[config.mk]
export PLATFORM = sky130hd
export DESIGN_NAME = ram_port_arbiter
export DESIGN_NICKNAME = d
export VERILOG_FILES = /design/src/rtl/ram_port_arbiter.sv
export SDC_FILE = /design/constraint.sdc
export NUM_CORES = 1
export LEC_CHECK = 0
export CAP_MARGIN = 30
export CORE_AREA = 5 5 112 114
export CTS_CLUSTER_DIAMETER = 120
export CTS_CLUSTER_SIZE = 8
export DETAILED_ROUTE_END_ITERATION = 10
export DIE_AREA = 0 0 117 119
export PLACE_DENSITY = 0.74
export SYNTH_ARGS = -nofsm -noshare
export SYNTH_HDL_FRONTEND = slang
export SYNTH_SLANG_ARGS = --single-unit
[constraint.sdc]
create_clock -name clk -period 1.8 [get_ports clk]
set_input_delay 0.36 -clock clk [delete_from_list [all_inputs] [get_ports clk]]
set_output_delay 0.36 -clock clk [all_outputs]
set_load 0.005 [all_outputs]
[src/rtl/ram_port_arbiter.sv]
// ram_port_arbiter
//   Shares the single data port of the CPU data RAM between the CPU
//   load/store path and one external bus master (loader/DMA/display).
//   The CPU normally has priority. A starvation guard forces the device ahead
//   after STARVE_MAX denied cycles, and a locked device burst may hold the
//   port for up to BURST_MAX cycles. Read data (one-cycle RAM latency) is
//   routed back to whichever requester issued the read.
//
// Ports
//   clk, rst                          clock, synchronous active-high reset
//   cpu_req/we/addr/wdata             CPU request
//   cpu_gnt                           CPU access accepted this cycle
//   cpu_rvalid/cpu_rdata              read return for the CPU
//   dev_req/we/addr/wdata, dev_lock   device request, burst lock
//   dev_gnt, dev_rvalid, dev_rdata    device grant and read return
//   mem_we/addr/wdata                 RAM port, driven by the winner
//   mem_rdata                         RAM read data, one cycle after address
module ram_port_arbiter #(
  parameter int AW         = 32,
  parameter int DW         = 32,
  parameter int STARVE_MAX = 4,
  parameter int BURST_MAX  = 8
) (
  input  logic          clk,
  input  logic          rst,
  input  logic          cpu_req,
  input  logic          cpu_we,
  input  logic [AW-1:0] cpu_addr,
  input  logic [DW-1:0] cpu_wdata,
  output logic          cpu_gnt,
  output logic          cpu_rvalid,
  output logic [DW-1:0] cpu_rdata,
  input  logic          dev_req,
  input  logic          dev_we,
  input  logic [AW-1:0] dev_addr,
  input  logic [DW-1:0] dev_wdata,
  input  logic          dev_lock,
  output logic          dev_gnt,
  output logic          dev_rvalid,
  output logic [DW-1:0] dev_rdata,
  output logic          mem_we,
  output logic [AW-1:0] mem_addr,
  output logic [DW-1:0] mem_wdata,
  input  logic [DW-1:0] mem_rdata
);

  localparam int SW = $clog2(STARVE_MAX + 1);
  localparam int BW = $clog2(BURST_MAX + 1);
  localparam logic [SW-1:0] STARVE_LIM = SW'(STARVE_MAX);
  localparam logic [BW-1:0] BURST_LIM  = BW'(BURST_MAX);

  typedef enum logic {ARB, DEV_BURST} state_t;
  typedef enum logic [1:0] {OWN_NONE, OWN_CPU, OWN_DEV} own_t;

  state_t        state, state_nx;
  logic [SW-1:0] starve_cnt, starve_cnt_nx;
  logic [BW-1:0] burst_cnt, burst_cnt_nx;
  logic [BW-1:0] burst_inc;
  logic          cpu_prio, cpu_prio_nx;
  own_t          rd_own, rd_own_nx;
  logic          burst_hold;
  logic          cpu_win, dev_win;

  // State register: control only, no data is held here.
  always_ff @(posedge clk) begin
    if (rst) begin
      state      <= ARB;
      starve_cnt <= '0;
      burst_cnt  <= '0;
      cpu_prio   <= 1'b0;
      rd_own     <= OWN_NONE;
    end else begin
      state      <= state_nx;
      starve_cnt <= starve_cnt_nx;
      burst_cnt  <= burst_cnt_nx;
      cpu_prio   <= cpu_prio_nx;
      rd_own     <= rd_own_nx;
    end
  end

  // Next-state logic.
  always_comb begin
    state_nx     = ARB;
    burst_cnt_nx = burst_cnt;
    cpu_prio_nx  = 1'b0;
    burst_inc    = burst_cnt + 1'b1;
    if (burst_hold) begin
      // Burst continues; end it once this grant brings the count to the limit.
      burst_cnt_nx = burst_inc;
      if (burst_inc == BURST_LIM) begin
        cpu_prio_nx = 1'b1;
      end else begin
        state_nx = DEV_BURST;
      end
    end else if (dev_win && dev_lock) begin
      // The granting ARB cycle is the first cycle of the burst.
      burst_cnt_nx = BW'(1);
      if (BURST_LIM == BW'(1)) begin
        cpu_prio_nx = 1'b1;
      end else begin
        state_nx = DEV_BURST;
      end
    end

    if (dev_req && !dev_win) begin
      starve_cnt_nx = (starve_cnt == STARVE_LIM) ? starve_cnt : starve_cnt + 1'b1;
    end else begin
      starve_cnt_nx = '0;
    end

    if (cpu_win && !cpu_we) begin
      rd_own_nx = OWN_CPU;
    end else if (dev_win && !dev_we) begin
      rd_own_nx = OWN_DEV;
    end else begin
      rd_own_nx = OWN_NONE;
    end
  end

  // Output logic: winner selection, RAM port mux and read-return routing.
  always_comb begin
    // A burst that drops lock or request falls back to normal arbitration
    // in the same cycle.
    burst_hold = (state == DEV_BURST) && dev_req && dev_lock;
    cpu_win    = 1'b0;
    dev_win    = 1'b0;
    if (burst_hold) begin
      dev_win = 1'b1;
    end else if (dev_req && (starve_cnt == STARVE_LIM) && !cpu_prio) begin
      dev_win = 1'b1;
    end else if (cpu_req) begin
      cpu_win = 1'b1;
    end else if (dev_req) begin
      dev_win = 1'b1;
    end

    cpu_gnt = cpu_win;
    dev_gnt = dev_win;

    mem_we    = 1'b0;
    mem_addr  = '0;
    mem_wdata = '0;
    if (cpu_win) begin
      mem_we    = cpu_we;
      mem_addr  = cpu_addr;
      mem_wdata = cpu_wdata;
    end else if (dev_win) begin
      mem_we    = dev_we;
      mem_addr  = dev_addr;
      mem_wdata = dev_wdata;
    end

    cpu_rvalid = (rd_own == OWN_CPU);
    dev_rvalid = (rd_own == OWN_DEV);
    cpu_rdata  = cpu_rvalid ? mem_rdata : '0;
    dev_rdata  = dev_rvalid ? mem_rdata : '0;
  end

endmodule
==> Yosys cells after proc, flatten, opt, wreduce, memory -nomap -nowiden <==
Index checks and enable logic that the tools add are counted.
{ "classes": {"mul": 0, "n_div": 0, "mux": 23, "bitwise": 2, "n_addsub": 2, "n_lt_le_gt_ge": 0, "reduce_logical": 16, "n_eq_ne": 4, "shift": 0} }
{ "op_table": {"columns": ["cell", "count"], "rows": [
  ["$mux W32", 6],
  ["$mux W1", 14],
  ["$logic_and A1 B1 Y1", 8],
  ["$mux W4", 2],
  ["$reduce_or A2 Y1", 3],
  ["$add A4 B1 Y4 const B", 1],
  ["$eq A4 B4 Y1 const B", 1],
  ["$logic_not A1 Y1", 4],
  ["$add A3 B1 Y3 const B", 1],
  ["$eq A3 B3 Y1 const B", 1],
  ["$eq A2 B1 Y1 const B", 1],
  ["$eq A2 B2 Y1 const B", 1],
  ["$mux W2", 1],
  ["$not A1 Y1", 2],
  ["$reduce_bool A2 Y1", 1]
]} }
{ "word_totals": {"latchBits": 0, "register_bits": 11, "rom_bits": 0, "out_inout_bits": 133, "n_memories": 0, "word_cells": 53, "ram_bits": 0, "input_bits": 167} }

==> Depth between registers and ports, before layout <==
{ "depth": {"word_depth": 9, "mapped_depth": 7, "mapped_depth_nobuf": 5} }

==> Worst setup path before layout <==
No wires, ideal clock.
{ "synth_timing": {"path_type": "register to output", "start": "register starve_cnt[0]", "end": "output mem_addr[0]", "path_stages_with_launch": 8, "setup_slack_ns": 0.026, "arrival_ns": 1.414, "path_buffers": 2, "required_time_ns": 1.440, "cell_sequence": "dfxtp_1 inv_1 ha_1 nand3b_2 a21o_1 buf_6 buf_6 a32o_1"} }
{ "synth_between": {"elab_chain_cells": 7, "elab_cells_between_ends": 9, "cone_classes": "eq/ne (1); mux (6); reduce/logical (2)"} }
{ "synth_lines": {"columns": ["element", "line", "text"], "rows": [
  ["start, declared", "56", "logic [SW-1:0] starve_cnt, starve_cnt_nx;"],
  ["start signal, assigned", "74", "starve_cnt <= starve_cnt_nx;"],
  ["$eq A3 B3 Y1 (*)", "129", "end else if (dev_req && (starve_cnt == STARVE_LIM) && !cpu_prio) begin"],
  ["$logic_and A1 B1 Y1 (*) (2 in a row)", "129", null],
  ["$mux W1", "129", null],
  ["$mux W1", "127", "if (burst_hold) begin"],
  ["$mux W32", "147", "end else if (dev_win) begin"],
  ["$mux W32 (*)", "143", "if (cpu_win) begin"],
  ["end, declared", "42", "output logic [AW-1:0] mem_addr,"]
]} }
Mark *: on every way between the ends. The rest lies on a longest branch, timed or not.

==> Final worst setup path <==
{ "layout_timing": {"start": "register starve_cnt[1]", "end": "output mem_addr[5]"} }
The elaborated chain is that of the path after synthesis.

==> results <==
- Dividing the detail-routed wire length by the instance count gives roughly 23 um.
- The height of the die is approximately 120 um.
- The final core area utilization is 47.9%.
- The floorplan step defined a die boundary enclosing about 0.014 mm2.
- The detailed-router iteration count before antenna repair is 5.
- The number of global-route vias before repair is between 3,000 and 4,000.
- After clock tree synthesis, the clock-pin slew on the worst setup and hold paths is roughly 50 ps.
- TritonCTS built the clock tree.
- The first-iteration detailed-routing DRC count is 257.
- The residual antenna-violating net count after detailed routing is 0.
- The number of slew-limit violations in the final report is 0.
- The initial standard-cell utilization of the core is between 10% and 20%.
- After global routing the overflow that remains totals 0.
- The count of final setup violators is 67.
- The initial antenna violation count came to 3.
- The setup TNS after final layout is -21,860 ps.
- Buffers inserted during clock tree synthesis total 3.
- The sort of element at the start of the critical path is a flop.
- The number of DRC violations after detailed routing is 0.
- The critical path in this run is classified as reg2out.
- The first global-routing pass estimated approximately 23,000 um of wire.
- The mapped netlist covers between 0.0015 and 0.002 mm2.
- The clock latency at the later pin of the worst-skew pair is about 250 ps.
- Counting flops and latches in the post-synthesis netlist gives 11.
- In this run the deepest clock path goes through 2 buffers.
- The hold violation total from the final report is 0.
- Counting every instance in the synthesized netlist gives between 200 and 250.
- The clock sink count is 11.
- The post-route netlist has between 30% and 40% of its cells at a drive strength greater than 1.
- The H-tree depth reported by CTS is 1.
- For this block, the routed nets add up to about 16,000 um of wire.
- Max-cap violations in this run came to 0.
- The final worst setup slack is -403 ps.
- The floorplan has 39 rows.
- At the end of routability-driven placement, the weighted congestion stood at 0.907.
- The Yosys warning count is 0.
- Power spread over the standard cell area amounts to roughly 310 mW/mm2.
- The analysis attributes to cell leakage a power of about 0.0025 uW.
- The HPWL reported at the end of detailed placement is about 11,000 um.
- The core region is roughly 0.011 mm2.
- Of all nets on the critical path, the largest fanout is 6.
- Based on the critical path, the design can be clocked at up to around 0.45 GHz.
- The total routing resource utilization after global routing is 21.5%.
- The run finished, with violations left.
- The detailed router placed approximately 3,500 vias in this run.
- The net count reported at finish is 734.
- The worst clock skew is between 3 and 4 ps.
- When the netlist entered floorplanning its net count stood at roughly 390.
- Headroom to the max-slew limit came out at between 70% and 80%.
- Leaving out fill and tap cells, the most frequent cell in the layout is clkdlybuf4s50_1.
- The I/O pin count is 300.
- Setup repair after global routing could not meet its margin everywhere.
- The final reports fail on negative setup slack.
- The tree is rooted in a clkbuf_16.
- The class of the worst hold path is reg2reg.
- The worst hold path was traced through 2 stages.
- The via density per instance is 4.89.
- The nature of the critical path endpoint is a primary output.
- The number of distinct library cell variants in the gate-level netlist after synthesis is 30.
- The average size of a mapped cell is around 8 um2.
- The number of cells on the worst reg-to-reg path is 11.
- From synthesis to final layout, the design area changed by 207%.
- The final critical-path required period is approximately 2200 ps.
- The actual slew at the worst max-slew pin is around 310 ps.
- The critical path arrival is around 1800 ps.
- VDD sags by at most ~0.00023 V.
- The maximum number of pins on one net before global-route repair is 44.
- The floorplan step set the die width to around 120 um.
- The data required time at the worst endpoint is approximately 1400 ps.
- The portion of the post-synthesis area used by sequential elements is 12.5%.
- The library cells used most frequently in the layout, excluding fill and tap cells, are 163 x clkdlybuf4s50_1, 77 x buf_2, 61 x a32o_1.
- In the finished design, the share of the clock period the worst path needs comes to 122%.
- Port buffering added about 300 buffers.
-- cell families (layout without fill, tap and decap cells) --
family	Yosys count	after routing	synth area share, %
AOI/OAI and AO/OA	76	76	41.2
buffers and inverters	34	376	10.1
and+or+nand+nor	92	92	31.4
DFF	11	11	12.5
muxes	3	3	1.77
xor gates and xnor gates	2	2	0.992
other	0	3	0
adders and majority gates	3	3	2.13
-- registers in the layout, summed over array words and instances (netlist names) --
name,flops
state,1
cpu_prio,1
burst_cnt,4
rd_own,2
starve_cnt,3
-- cell type report --
class / count / area (um2)
Fill cell: 1091 / 5890
Timing Repair Buffer: 366 / 3420
Multi-Input combinational cell: 176 / 1500
Sequential cell: 11 / 226
Tap cell: 143 / 179
Clock buffer: 3 / 75.1
Inverter: 6 / 22.5
Antenna cell: 3 / 7.51
Clock inverter: 1 / 5.00
-- worst max-delay path, cell delays in order, from the launching register on --
cell and delay [ps]:
dfxtp_2 320, inv_2 50, ha_4 160, nand3b_4 100, a31oi_4 110, buf_6 140, buf_12 130, buf_16 140
buf_8 120, a32o_1 200, buf_2 130
-- layer usage --
metal / vias up / track usage, % / wire length (um)
met5: - / 0 / 0
met4: 0 / 7.74 / 506
met3: 29 / 4.11 / 1650
met2: 263 / 39.5 / 8410
met1: 1620 / 24.1 / 5810
li1: 1558 / - / -
-- repair_timing --
action | in CTS | in global routing
hold buffers | 0 | 0
gates resized for setup | 467 | 80
setup buffers | 38 | 6
pin swaps | 18 | 9
hold endpoints to repair | 0 | 0
setup endpoints to repair | 133 | 100
cloned | 13 | 1
-- where the power goes --
group          switching, uW  internal [uW]
registers               4.34            250
logic                    355            671
clock network            126            296
total                    486           1220
-- stage by stage --
step	worst slack [ps]	std cells	hold WS (ps)	power, uW	cell area [um2]
detailed placement	-812	651	511	1250	4980
floorplan	26.1	221	429	497	1770
global placement	-795	651	505	1240	4980
CTS	-405	706	525	1710	5500
finish	-403	709	526	1700	5430
global route	-444	709	568	1770	5430
-- synthesized netlist by cell type, drive strengths merged --
library cell / instances / share of area, %
nor2b: 3 / 1.1
a32o: 65 / 37
clkbuf: 16 / 3.4
nand3: 6 / 1.7
and2: 66 / 23
and3b: 1 / 0.50
nor3b: 1 / 0.43
dfxtp: 11 / 12
mux2: 1 / 0.64
o21a: 1 / 0.43
and3: 2 / 0.71
inv: 6 / 1.3
buf: 12 / 5.4
a21o: 1 / 0.43
nand3b: 2 / 1.1
o32ai: 2 / 0.99
a21oi: 1 / 0.28
xnor2: 2 / 0.99
a211oi: 1 / 0.43
ha: 3 / 2.1
a31oi: 3 / 1.1
o21ai: 1 / 0.28
mux2i: 2 / 1.1
a21boi: 1 / 0.43
nor3: 3 / 0.85
nor2: 2 / 0.43
nand2: 6 / 1.3
-- final timing paths --
path	start	endpoint	slack [ps]
max	starve_cnt[1]	mem_addr[5]	-400
min	burst_cnt[3]	burst_cnt[3]	530
max reg2reg	state	rd_own[1]	150
min reg2reg	burst_cnt[3]	burst_cnt[3]	530
No activity file was read; power rests on OpenSTA's default activity.
